--- config.mk ---
export PLATFORM = sky130hd
export DESIGN_NAME = prog_delay_line
export DESIGN_NICKNAME = d
export VERILOG_FILES = /design/src/rtl/prog_delay_pkg.sv /design/src/rtl/prog_delay_tap.sv /design/src/rtl/prog_delay_line.sv
export SDC_FILE = /design/constraint.sdc
export NUM_CORES = 1
export LEC_CHECK = 0
export ABC_CLOCK_PERIOD_IN_PS = 2800
export CORE_MARGIN = 2
export CORE_UTILIZATION = 37
export CTS_CLUSTER_DIAMETER = 120
export DETAILED_ROUTE_END_ITERATION = 10
export GPL_ROUTABILITY_DRIVEN = 1
export GPL_TIMING_DRIVEN = 0
export PLACE_DENSITY = 0.5
export REMOVE_ABC_BUFFERS = 1
export SLEW_MARGIN = 40
export SYNTH_ARGS = -nofsm -noshare
export SYNTH_HDL_FRONTEND = slang
export SYNTH_HIERARCHICAL = 1
export SYNTH_SLANG_ARGS = --single-unit
--- constraint.sdc ---
create_clock -name CLK -period 2.8 [get_ports CLK]
set_clock_uncertainty 0.15 [all_clocks]
set_input_delay 0.56 -clock CLK [delete_from_list [all_inputs] [get_ports CLK]]
set_output_delay 0.56 -clock CLK [all_outputs]
set_load 0.02 [all_outputs]
--- src/rtl/prog_delay_pkg.sv ---
// Shared definitions for the programmable delay line: FSM state encoding,
// DELAYTYPE selector strings and a constant-evaluable ceil(log2()) helper.
package prog_delay_pkg;

    typedef enum logic [0:0] {
        IDLE = 1'b0,
        RAMP = 1'b1
    } state_e;

    localparam string DT_STATIC  = "STATIC";
    localparam string DT_DYNAMIC = "DYNAMIC";

    // ceil(log2(value)); returns 0 for value <= 1
    function automatic int unsigned clog2(input int unsigned value);
        int unsigned v;
        int unsigned r;
        v = (value > 0) ? value - 1 : 0;
        r = 0;
        while (v > 0) begin
            r++;
            v = v >> 1;
        end
        return r;
    endfunction

endpackage

--- src/rtl/prog_delay_tap.sv ---
// One delay channel: MAX_DELAY-stage shift register, tap select by code and
// registered output. code==0 bypasses the shift register (latency 1).
module prog_delay_tap #(
    parameter int WIDTH     = 1,
    parameter int MAX_DELAY = 63,
    parameter int CW        = 6
) (
    input  logic             CLK,
    input  logic             RST,
    input  logic [WIDTH-1:0] A,
    input  logic [CW-1:0]    code,
    output logic [WIDTH-1:0] Z
);

    logic [WIDTH-1:0] sr_q [MAX_DELAY];
    logic [WIDTH-1:0] tap_d;
    logic [WIDTH-1:0] z_q;

    // tap select: compare against every legal code instead of indexing, so
    // the index width never has to match the array depth
    always_comb begin
        tap_d = A;
        for (int unsigned k = 1; k <= MAX_DELAY; k++) begin
            if (code == CW'(k)) tap_d = sr_q[k-1];
        end
    end

    // shift register advances every cycle; output register follows the tap
    always_ff @(posedge CLK) begin
        if (RST) begin
            for (int unsigned k = 0; k < MAX_DELAY; k++) sr_q[k] <= '0;
            z_q <= '0;
        end else begin
            sr_q[0] <= A;
            for (int unsigned k = 1; k < MAX_DELAY; k++) sr_q[k] <= sr_q[k-1];
            z_q <= tap_d;
        end
    end

    assign Z = z_q;

endmodule

--- src/rtl/prog_delay_line.sv ---
// Multi-channel programmable delay line. Each channel delays A by code+1
// cycles. Codes are fixed at DEL_VALUE (DELAYTYPE="STATIC") or changed by
// LOAD / MOVE requests (DELAYTYPE="DYNAMIC").
// Build option: define PROG_DELAY_RAMP_EN to make LOAD ramp the code one
// step per cycle (BUSY high meanwhile); otherwise LOAD writes directly.
module prog_delay_line
    import prog_delay_pkg::*;
#(
    parameter int    CHANNELS  = 4,
    parameter int    WIDTH     = 1,
    parameter int    MAX_DELAY = 63,
    parameter string DELAYTYPE = "DYNAMIC",
    parameter int    DEL_VALUE = 0,
    localparam int   CW        = int'(clog2(unsigned'(MAX_DELAY + 1))),
    localparam int   SELW      = (CHANNELS > 1) ? int'(clog2(unsigned'(CHANNELS))) : 1
) (
    input  logic                      CLK,
    input  logic                      RST,
    input  logic [CHANNELS*WIDTH-1:0] A,
    output logic [CHANNELS*WIDTH-1:0] Z,
    input  logic [SELW-1:0]           CH_SEL,
    input  logic                      LOAD,
    input  logic [CW-1:0]             DCNTL,
    input  logic                      MOVE,
    input  logic                      DIRECTION,
    output logic                      BUSY,
    output logic                      CFLAG,
    output logic [CW-1:0]             CODE_OUT
);

    localparam bit            IS_DYN = (DELAYTYPE != DT_STATIC);
    localparam logic [CW-1:0] MAXC   = CW'(MAX_DELAY);
    localparam logic [CW-1:0] DEFC   = CW'(DEL_VALUE);

    logic [CW-1:0] code_q [CHANNELS];
    logic [CW-1:0] code_d [CHANNELS];
    logic          cflag_q, cflag_d;
    logic [CW-1:0] sel_code;
    logic          sel_valid;
    logic          load_clamp;
    logic [CW-1:0] load_tgt;
    logic          fsm_idle;

`ifdef PROG_DELAY_RAMP_EN
    state_e        state_q, state_d;
    logic [SELW-1:0] ch_q, ch_d;
    logic [CW-1:0] tgt_q, tgt_d;

    assign fsm_idle = (state_q == IDLE);
    assign BUSY     = IS_DYN && (state_q == RAMP);
`else
    assign fsm_idle = 1'b1;
    assign BUSY     = 1'b0;
`endif

    // read the code of the selected channel; out-of-range selects read 0
    always_comb begin
        sel_code  = '0;
        sel_valid = 1'b0;
        for (int unsigned c = 0; c < CHANNELS; c++) begin
            if (CH_SEL == SELW'(c)) begin
                sel_code  = code_q[c];
                sel_valid = 1'b1;
            end
        end
    end

    assign CODE_OUT   = sel_code;
    assign load_clamp = (DCNTL > MAXC);
    assign load_tgt   = load_clamp ? MAXC : DCNTL;
    assign CFLAG      = cflag_q;

    // code update: ramp step while busy, otherwise LOAD (wins) or MOVE
    always_comb begin
        for (int unsigned c = 0; c < CHANNELS; c++) code_d[c] = code_q[c];
        cflag_d = 1'b0;
`ifdef PROG_DELAY_RAMP_EN
        state_d = state_q;
        ch_d    = ch_q;
        tgt_d   = tgt_q;
        if (IS_DYN && !fsm_idle) begin
            for (int unsigned c = 0; c < CHANNELS; c++) begin
                if (ch_q == SELW'(c)) begin
                    if (code_q[c] < tgt_q) code_d[c] = code_q[c] + 1'b1;
                    else                   code_d[c] = code_q[c] - 1'b1;
                    if (code_d[c] == tgt_q) state_d = IDLE;
                end
            end
        end
`endif
        if (IS_DYN && fsm_idle && sel_valid) begin
            if (LOAD) begin
                cflag_d = load_clamp;
`ifdef PROG_DELAY_RAMP_EN
                ch_d  = CH_SEL;
                tgt_d = load_tgt;
                if (load_tgt != sel_code) state_d = RAMP;
`else
                for (int unsigned c = 0; c < CHANNELS; c++) begin
                    if (CH_SEL == SELW'(c)) code_d[c] = load_tgt;
                end
`endif
            end else if (MOVE) begin
                for (int unsigned c = 0; c < CHANNELS; c++) begin
                    if (CH_SEL == SELW'(c)) begin
                        if (DIRECTION) begin
                            if (code_q[c] == MAXC) cflag_d = 1'b1;
                            else                   code_d[c] = code_q[c] + 1'b1;
                        end else begin
                            if (code_q[c] == '0)   cflag_d = 1'b1;
                            else                   code_d[c] = code_q[c] - 1'b1;
                        end
                    end
                end
            end
        end
    end

    // control registers; reset aborts any ramp and restores DEL_VALUE
    always_ff @(posedge CLK) begin
        if (RST) begin
            for (int unsigned c = 0; c < CHANNELS; c++) code_q[c] <= DEFC;
            cflag_q <= 1'b0;
`ifdef PROG_DELAY_RAMP_EN
            state_q <= IDLE;
            ch_q    <= '0;
            tgt_q   <= '0;
`endif
        end else begin
            for (int unsigned c = 0; c < CHANNELS; c++) code_q[c] <= code_d[c];
            cflag_q <= cflag_d;
`ifdef PROG_DELAY_RAMP_EN
            state_q <= state_d;
            ch_q    <= ch_d;
            tgt_q   <= tgt_d;
`endif
        end
    end

    for (genvar c = 0; c < CHANNELS; c++) begin : g_ch
        prog_delay_tap #(
            .WIDTH     (WIDTH),
            .MAX_DELAY (MAX_DELAY),
            .CW        (CW)
        ) u_tap (
            .CLK  (CLK),
            .RST  (RST),
            .A    (A[c*WIDTH +: WIDTH]),
            .code (code_q[c]),
            .Z    (Z[c*WIDTH +: WIDTH])
        );
    end

endmodule
# --- Word level (Yosys, flattened, before mapping) ---
# Memories as Yosys holds them, arrays and structs flattened.
# Cells that the tools add are included.
classes:
  n_addsub: 8
  n_lt_le_gt_ge: 1
  n_eq_ne: 255
  muxes: 561
  bitwise_logic: 257
  n_reduce_logical: 6
ops:
  columns: ["cell", "n"]
  rows:
  - ["== test 6 bit (second input constant)", 128]
  - ["two-way mux 1 bit", 529]
  - ["== test 6 x 5 -> 1 bit (second input constant)", 64]
  - ["bitwise OR 1 bit", 256]
  - ["== test 6 x 4 -> 1 bit (second input constant)", 32]
  - ["two-way mux 6 bit", 29]
  - ["== test 6 x 3 -> 1 bit (second input constant)", 16]
  - ["two-way mux 24 bit", 3]
  - ["== test 6 x 2 -> 1 bit (second input constant)", 8]
  - ["adder 6 x 1 -> 6 bit (second input constant)", 4]
  - ["== test 6 x 1 -> 1 bit (second input constant)", 4]
  - ["zero test 6 bit", 4]
  - ["subtractor 6 x 1 -> 6 bit (second input constant)", 4]
  - ["greater-than comparator 6 bit (second input constant)", 1]
  - ["== test 2 bit (second input constant)", 2]
  - ["== test 2 x 1 -> 1 bit (second input constant)", 1]
  - ["zero test 2 bit", 1]
  - ["OR reduction 2 bit", 1]
  - ["NOT 1 bit", 1]
totals:
  ff_bits: 5
  ramBits: 276
  output_inout_bits: 12
  wordCells: 1098
  memories: 5
memory_table:
  columns: ["name", "depth", "word_bits", "rd", "rd_ports_with_merged_regs", "write_ports", "line_no", "rtl"]
  rows:
  - ["g_ch[0].u_tap.sr_q", 63, 1, 63, 0, 63, "prog_delay_tap.sv:15", "logic [WIDTH-1:0] sr_q [MAX_DELAY];"]
  - ["g_ch[1].u_tap.sr_q", 63, 1, 63, 0, 63, "prog_delay_tap.sv:15", null]
  - ["g_ch[2].u_tap.sr_q", 63, 1, 63, 0, 63, "prog_delay_tap.sv:15", null]
  - ["g_ch[3].u_tap.sr_q", 63, 1, 63, 0, 63, "prog_delay_tap.sv:15", null]
  - ["code_q", 4, 6, 4, 0, 4, "prog_delay_line.sv:35", "logic [CW-1:0] code_q [CHANNELS];"]

# --- Longest topological paths before layout ---
# Gate-level depths: netlist of the first run.
# An unclocked memory read counts as a cell.
logic_depth:
  word_depth: 65
  mapped_depth: 10

# --- Modules after synthesis ---
# Netlist of the first run, hierarchy kept.
modules_own_cells:
  columns: ["mod", "instances", "cells_per_inst", "area_each_um2"]
  rows:
  - ["prog_delay_tap", 4, 312, 2901.5]
  - ["prog_delay_line", 1, 280, 2393.5]

# --- Least setup slack after synthesis of the first run ---
# Ideal clock, no wire load.
synth_timing:
  path_type: "input-to-reg"
  from: "input port DIRECTION"
  to: "memory code_q[2][5]"
  setup_time_ns: 0.072
  arrival_time_ns: 2.167
  required_time_ns: 2.578
  setup_slack_ns: 0.412
  path_stages: 8
  n_path_buf: 1
  path_cell_list: "buf_2 -> inv_1 -> ha_1 -> a211oi_1 -> nor2_1 -> mux2i_1 -> o311a_1 -> mux2i_1"
synth_lines:
  columns: ["element", "line_no", "rtl"]
  rows:
  - ["start, declared", "prog_delay_line.sv:25", "input logic DIRECTION,"]
  - ["end, declared", "prog_delay_line.sv:35", null]

==> impl_metrics.ini, run 1 <==
[status]
outcome = completed

[drt]
drc = 0
wl_per_cell_um = 18.4
met3_length_um = 1860
first_pass_iters = 5
highest_layer = met4
wl_um = 37400
vias_per_cell = 5.54
met2_length_um = 16200
wl_met1_um = 18700
drtIter0Drc = 1021
vias = 11286
ant_nets = 0

[clock_network]
clock-root-buffer = clkbuf_16
clk_latency_ns = 0.53
cts_hold_buffers = 0
cts_buffers = 35
cts-htree-levels = 2
numClockSinks = 281
cts.reportedPaths.clkPinSlew_ns = 0.06
cts_tree = built
clk_path_buf_depth = 3

[synthesis]
synth_xor_area_share_pct = 0.500
synth.top_cell.area_share_pct = 40.2
ys_ff_latch = 281
synth_common_cells = nor2b_1, dfxtp_1, o21ai_0
synth_cell_type_count = 78
async_flop_share_pct = 0
synth.avg_cell_area_um2 = 9.16
postSynthCellCount = 1528
yosysWarnings = 6
synthTopCellsByArea = dfxtp_1, nor2b_1, o21ai_0
synthMuxAreaShare_pct = 4.71
yosysTopAreaCell = dfxtp_1
synthSimpleGateAreaFrac_pct = 26.8
yosys.cell_count.top_type = nor2b_1
synth-adder-area-share_pct = 2.00
synth_compound_area_share_pct = 20.1
syn_area_um2 = 14000
synth-edff-count = 0
synth_top_family_by_area = simple AND/OR/NAND/NOR gates
ys.flop_type = dfxtp_1
seq_area_frac_synth_pct = 40.2

[global_routing]
grt_pass1_vias = 10866
grt_max_degree = 91
grt_usage_pct = 19.0
antenna_found_initial = 3
grt_first_pass_wirelength_um = 60200
overflow = 0

[setup_path]
crit_family = buffers and inverters
worstSetupEndpoint = CODE_OUT[0]
path_cells = buf_12 -> mux4_2 -> dlygate4sd2_1
arrival_ns = 2.03
startpoint = code_q[3][0]
r2r_cells = 8
worstPathMaxFanout = 37
path_buf_inv = 2
r2r-start = code_q[3][1]
criticalPathCategory = reg2out
cpMaxStageDelayCell = mux4_2
rrSetupSlack_ns = 0.26
worstSetupEndpointType = output pin
r2r_end = g_ch[3].u_tap/Z
crit_required_ns = 2.09
critPathMaxStageDelay_ns = 0.53
worstSetupStartpointType = flip-flop
path_depth = 3

[cells_and_area]
nFillCells = 3766
final_nets = 1538
instances_no_fill = 2039
layout-drive-gt1-share_pct = 11.3
diodes = 0
syn2layout_area_growth_pct = 12.8

[sta]
post-route-period-util_pct = 97.9
worst_pin_slew_ns = 0.770
finalCriticalPeriod_ns = 2.74
hold_viol = 0
fmax_mhz = 365
rsz0062_at_grt = no
max_slew_margin_pct = 48.4
maxSlewViolCount = 0
finalSetupViolCount = 0

[die]
ioPinCount = 29
start_util_pct = 37.3
die_w_um = 199
die_area_um2 = 39400
core_area_um2 = 37500
core.rowCount = 71
die_h_um = 199

[placed_design]
place_inst = 1971
io_buffers = 27
place_congestion = 0.803
post-dp-hpwl_um = 23400

[flow_run]
maxCapViolCount = 0

[power_and_ir_drop]
p_leak_uw = 0.00547
p_per_area_nw_per_um2 = 623
finalPower_uw = 9840
peakVddDrop_mv = 0.395

[worst_hold_path]
whs_path_depth = 2
hp-class = in2reg
[power breakdown]
part | internal [µW] | switching [µW] | total (µW)
Combinational | 466 | 662 | 1130
Clock | 2720 | 1770 | 4490
Sequential | 4040 | 178 | 4220
Total | 7230 | 2610 | 9840
[worst min path at each step]
stage	from	to	slack, ns
after floorplan	g_ch[0].u_tap/sr_q[0][61]	g_ch[0].u_tap/sr_q[0][62]	0.26
after global placement	g_ch[2].u_tap/sr_q[0][61]	g_ch[2].u_tap/sr_q[0][62]	0.27
after detailed placement	g_ch[3].u_tap/sr_q[0][29]	g_ch[3].u_tap/sr_q[0][30]	0.28
after CTS	RST	g_ch[2].u_tap/sr_q[0][14]	0.25
after global routing	RST	g_ch[2].u_tap/sr_q[0][14]	0.26
final	RST	g_ch[2].u_tap/sr_q[0][53]	0.26
[per-layer routing]
| metal | global-route usage, % | vias up |
|---|---|---|
| li1 | - | 5474 |
| met3 | 3.07 | 52 |
| met4 | 4.95 | 0 |
| met5 | 0 | - |
| met1 | 27.8 | 5463 |
| met2 | 28.8 | 297 |
[logic make-up after synthesis]
group / after synthesis
buf+inv: 145
xor+xnor: 8
compound gates: 384
mux: 55
other cells: 1
simple gates: 634
fa+ha+maj: 20
flops: 281
[layout make-up]
class | count | area [µm²] | share of cell area, %
well taps | 511 | 639 | 4.05
flip-flops and latches | 281 | 5700 | 36.1
clock buffers | 51 | 1020 | 6.44
multi-input cells | 1102 | 7580 | 48.0
inverters | 39 | 146 | 0.927
clock inverters | 13 | 133 | 0.840
repair buffers | 42 | 574 | 3.64
[cell usage in the layout, fill, tap and decap left out, types with 10 or more instances in the layout]
cell type / count
o2111ai_1: 20
clkbuf_16: 36
nand3_1: 33
dfxtp_4: 17
o221ai_1: 14
dfxtp_1: 257
o22ai_1: 17
nor2b_1: 289
mux2i_1: 25
inv_1: 34
o311ai_0: 10
nand4b_1: 12
a31oi_1: 16
clkdlybuf4s50_1: 16
o21ai_0: 83
a211oi_1: 20
a22oi_1: 12
nor2_1: 69
mux2_2: 24
a21boi_0: 16
nand4_1: 12
nand2_1: 67
ha_1: 16
a21oi_1: 50
or3_1: 14
nand2b_1: 38
nor3_1: 38
[through the flow]
step	area [µm²]	util (%)	TNS, ns	hold WS (ns)	worst slack (ns)
after floorplan	13400	-	0	0.257	0.00718
after global placement	14300	38.1	-1745.02	0.275	-10.12
after detailed placement	14600	38.8	-5.73	0.279	-0.719
after CTS	15800	42.1	0	0.252	0.0210
after global routing	15800	42.1	0	0.260	0.0112
final	15800	42.1	0	0.257	0.0595
[flip-flops by register name (all words and copies together) (netlist names)]
register and count:
g_ch.u_tap/sr_q 252, code_q 24, g_ch.u_tap/Z 4, CFLAG 1
[repair_timing]
item                                    4_1_cts  5_1_grt
buffers inserted                              4        0
endpoints found under the setup margin        6        0
gates resized for setup                      32        0
Power figures use the tool's default switching activity.
==> run 2: changes to the inputs <==
- GPL_TIMING_DRIVEN: 0 -> unset
==> impl_metrics.ini, run 2 (synthesized netlist as in run 1, its figures left out) <==
[status]
outcome = completed

[setup_path]
arrival_ns = 2.05
worstSetupEndpoint = CODE_OUT[1]
worstSetupStartpointType = input port
path_buf_inv = 3
startpoint = CH_SEL[0]
r2r_end = g_ch[0].u_tap/Z
rrSetupSlack_ns = 0.19
path_depth = 4
crit_family = buffers and inverters
path_cells = clkdlybuf4s50_1 -> buf_6 -> mux4_2 -> dlygate4sd2_1
worstSetupEndpointType = output pin
r2r-start = code_q[0][0]
r2r_cells = 7
critPathMaxStageDelay_ns = 0.51
cpMaxStageDelayCell = mux4_2
crit_required_ns = 2.09
criticalPathCategory = in2out
worstPathMaxFanout = 7

[cells_and_area]
final_cell_mix = nor2b_1, dfxtp_1, o21ai_0
syn2layout_area_growth_pct = 15.6
top_register = g_ch.u_tap/sr_q
final_common_cell = nor2b_1
finalInstanceArea_um2 = 16200
layout-drive-gt1-share_pct = 13.5
largest_register_ffs = 252
final_nets = 1606
diodes = 0

[sta]
maxSlewViolCount = 0
holdWs_ns = 0.237
fmax_mhz = 362
worst_pin_slew_ns = 0.710
hold_viol = 0
post-route-period-util_pct = 98.6
finalCriticalPeriod_ns = 2.76
finalSetupViolCount = 0
max_slew_margin_pct = 52.7

[global_routing]
grt_first_pass_wirelength_um = 59900
overflow = 0
grt_usage_pct = 18.9
grt_pass1_vias = 11067
antenna_found_initial = 1
grt_max_degree = 136

[power_and_ir_drop]
p_leak_uw = 0.00575
p_per_area_nw_per_um2 = 609
peakVddDrop_mv = 0.369
finalPower_uw = 9860

[clock_network]
cts_tree = built
clock-root-buffer = clkbuf_16
cts_hold_buffers = 0
cts.reportedPaths.clkPinSlew_ns = 0.05
clk_path_buf_depth = 3
cts_resized = 22
post-cts-setup-buffers = 0
numClockSinks = 281
cts-htree-levels = 2
clk_latency_ns = 0.54
cts_buffers = 34

[drt]
vias_per_cell = 5.45
drtIter0Drc = 866
first_pass_iters = 6
ant_nets = 0
wl_per_cell_um = 17.6
drc = 0
wl_um = 36900
vias = 11439

[die]
start_util_pct = 37.3
core.rowCount = 71
die_h_um = 199
core_area_um2 = 37500
die_w_um = 199
die_area_um2 = 39400
ioPinCount = 29

[flow_run]
maxCapViolCount = 0

[placed_design]
place_congestion = 0.858
post-dp-hpwl_um = 24600
placed_cell_area_um2 = 15100
io_buffers = 27

[worst_hold_path]
hp-class = in2reg
hp-start = RST
[run 2: layout make-up]
cell class	instances	area [µm²]
clock buffer	51	1050
clock inverter	4	72.6
sequential	281	5630
multi-input combinational	1102	7580
tap	511	639
inverter	39	146
fill	3796	21300
timing repair buffer	111	1060
[run 2: metal layers]
layer,vias up,part of all wire (%),routed length [µm],track usage [%]
met4,2,2.3,839,5.78
met2,265,43,15800,28.1
met5,-,0.035,13,0
met3,69,4.8,1760,3.66
met1,5491,50,18500,27.6
li1,5612,-,-,-
[run 2: how the worst min path moves through the flow]
stage	end	slack, ns	depth (start not counted)
final	g_ch[2].u_tap/sr_q[0][30]	0.24	2
after global routing	g_ch[2].u_tap/sr_q[0][20]	0.24	2
after CTS	g_ch[2].u_tap/sr_q[0][30]	0.21	2
after detailed placement	g_ch[3].u_tap/sr_q[0][62]	0.28	2
after global placement	g_ch[2].u_tap/sr_q[0][30]	0.28	2
after floorplan	g_ch[0].u_tap/sr_q[0][62]	0.26	2
[run 2: through the flow]
step                      worst slack [ns]  TNS (ns)  cells  util [%]
after floorplan                    0.00718         0   1422         -
after global placement              -0.369     -1.76   2044      40.2
after detailed placement            -0.359     -1.74   2044      40.2
after CTS                           0.0165         0   2099      43.2
after global routing              -0.00851  -0.00854   2099      43.2
final                               0.0395         0   2099      43.2
[run 2: power by group]
part	switching [µW]	internal, µW
registers	84.1	4050
clock network	1680	2750
logic	754	544
total	2520	7340
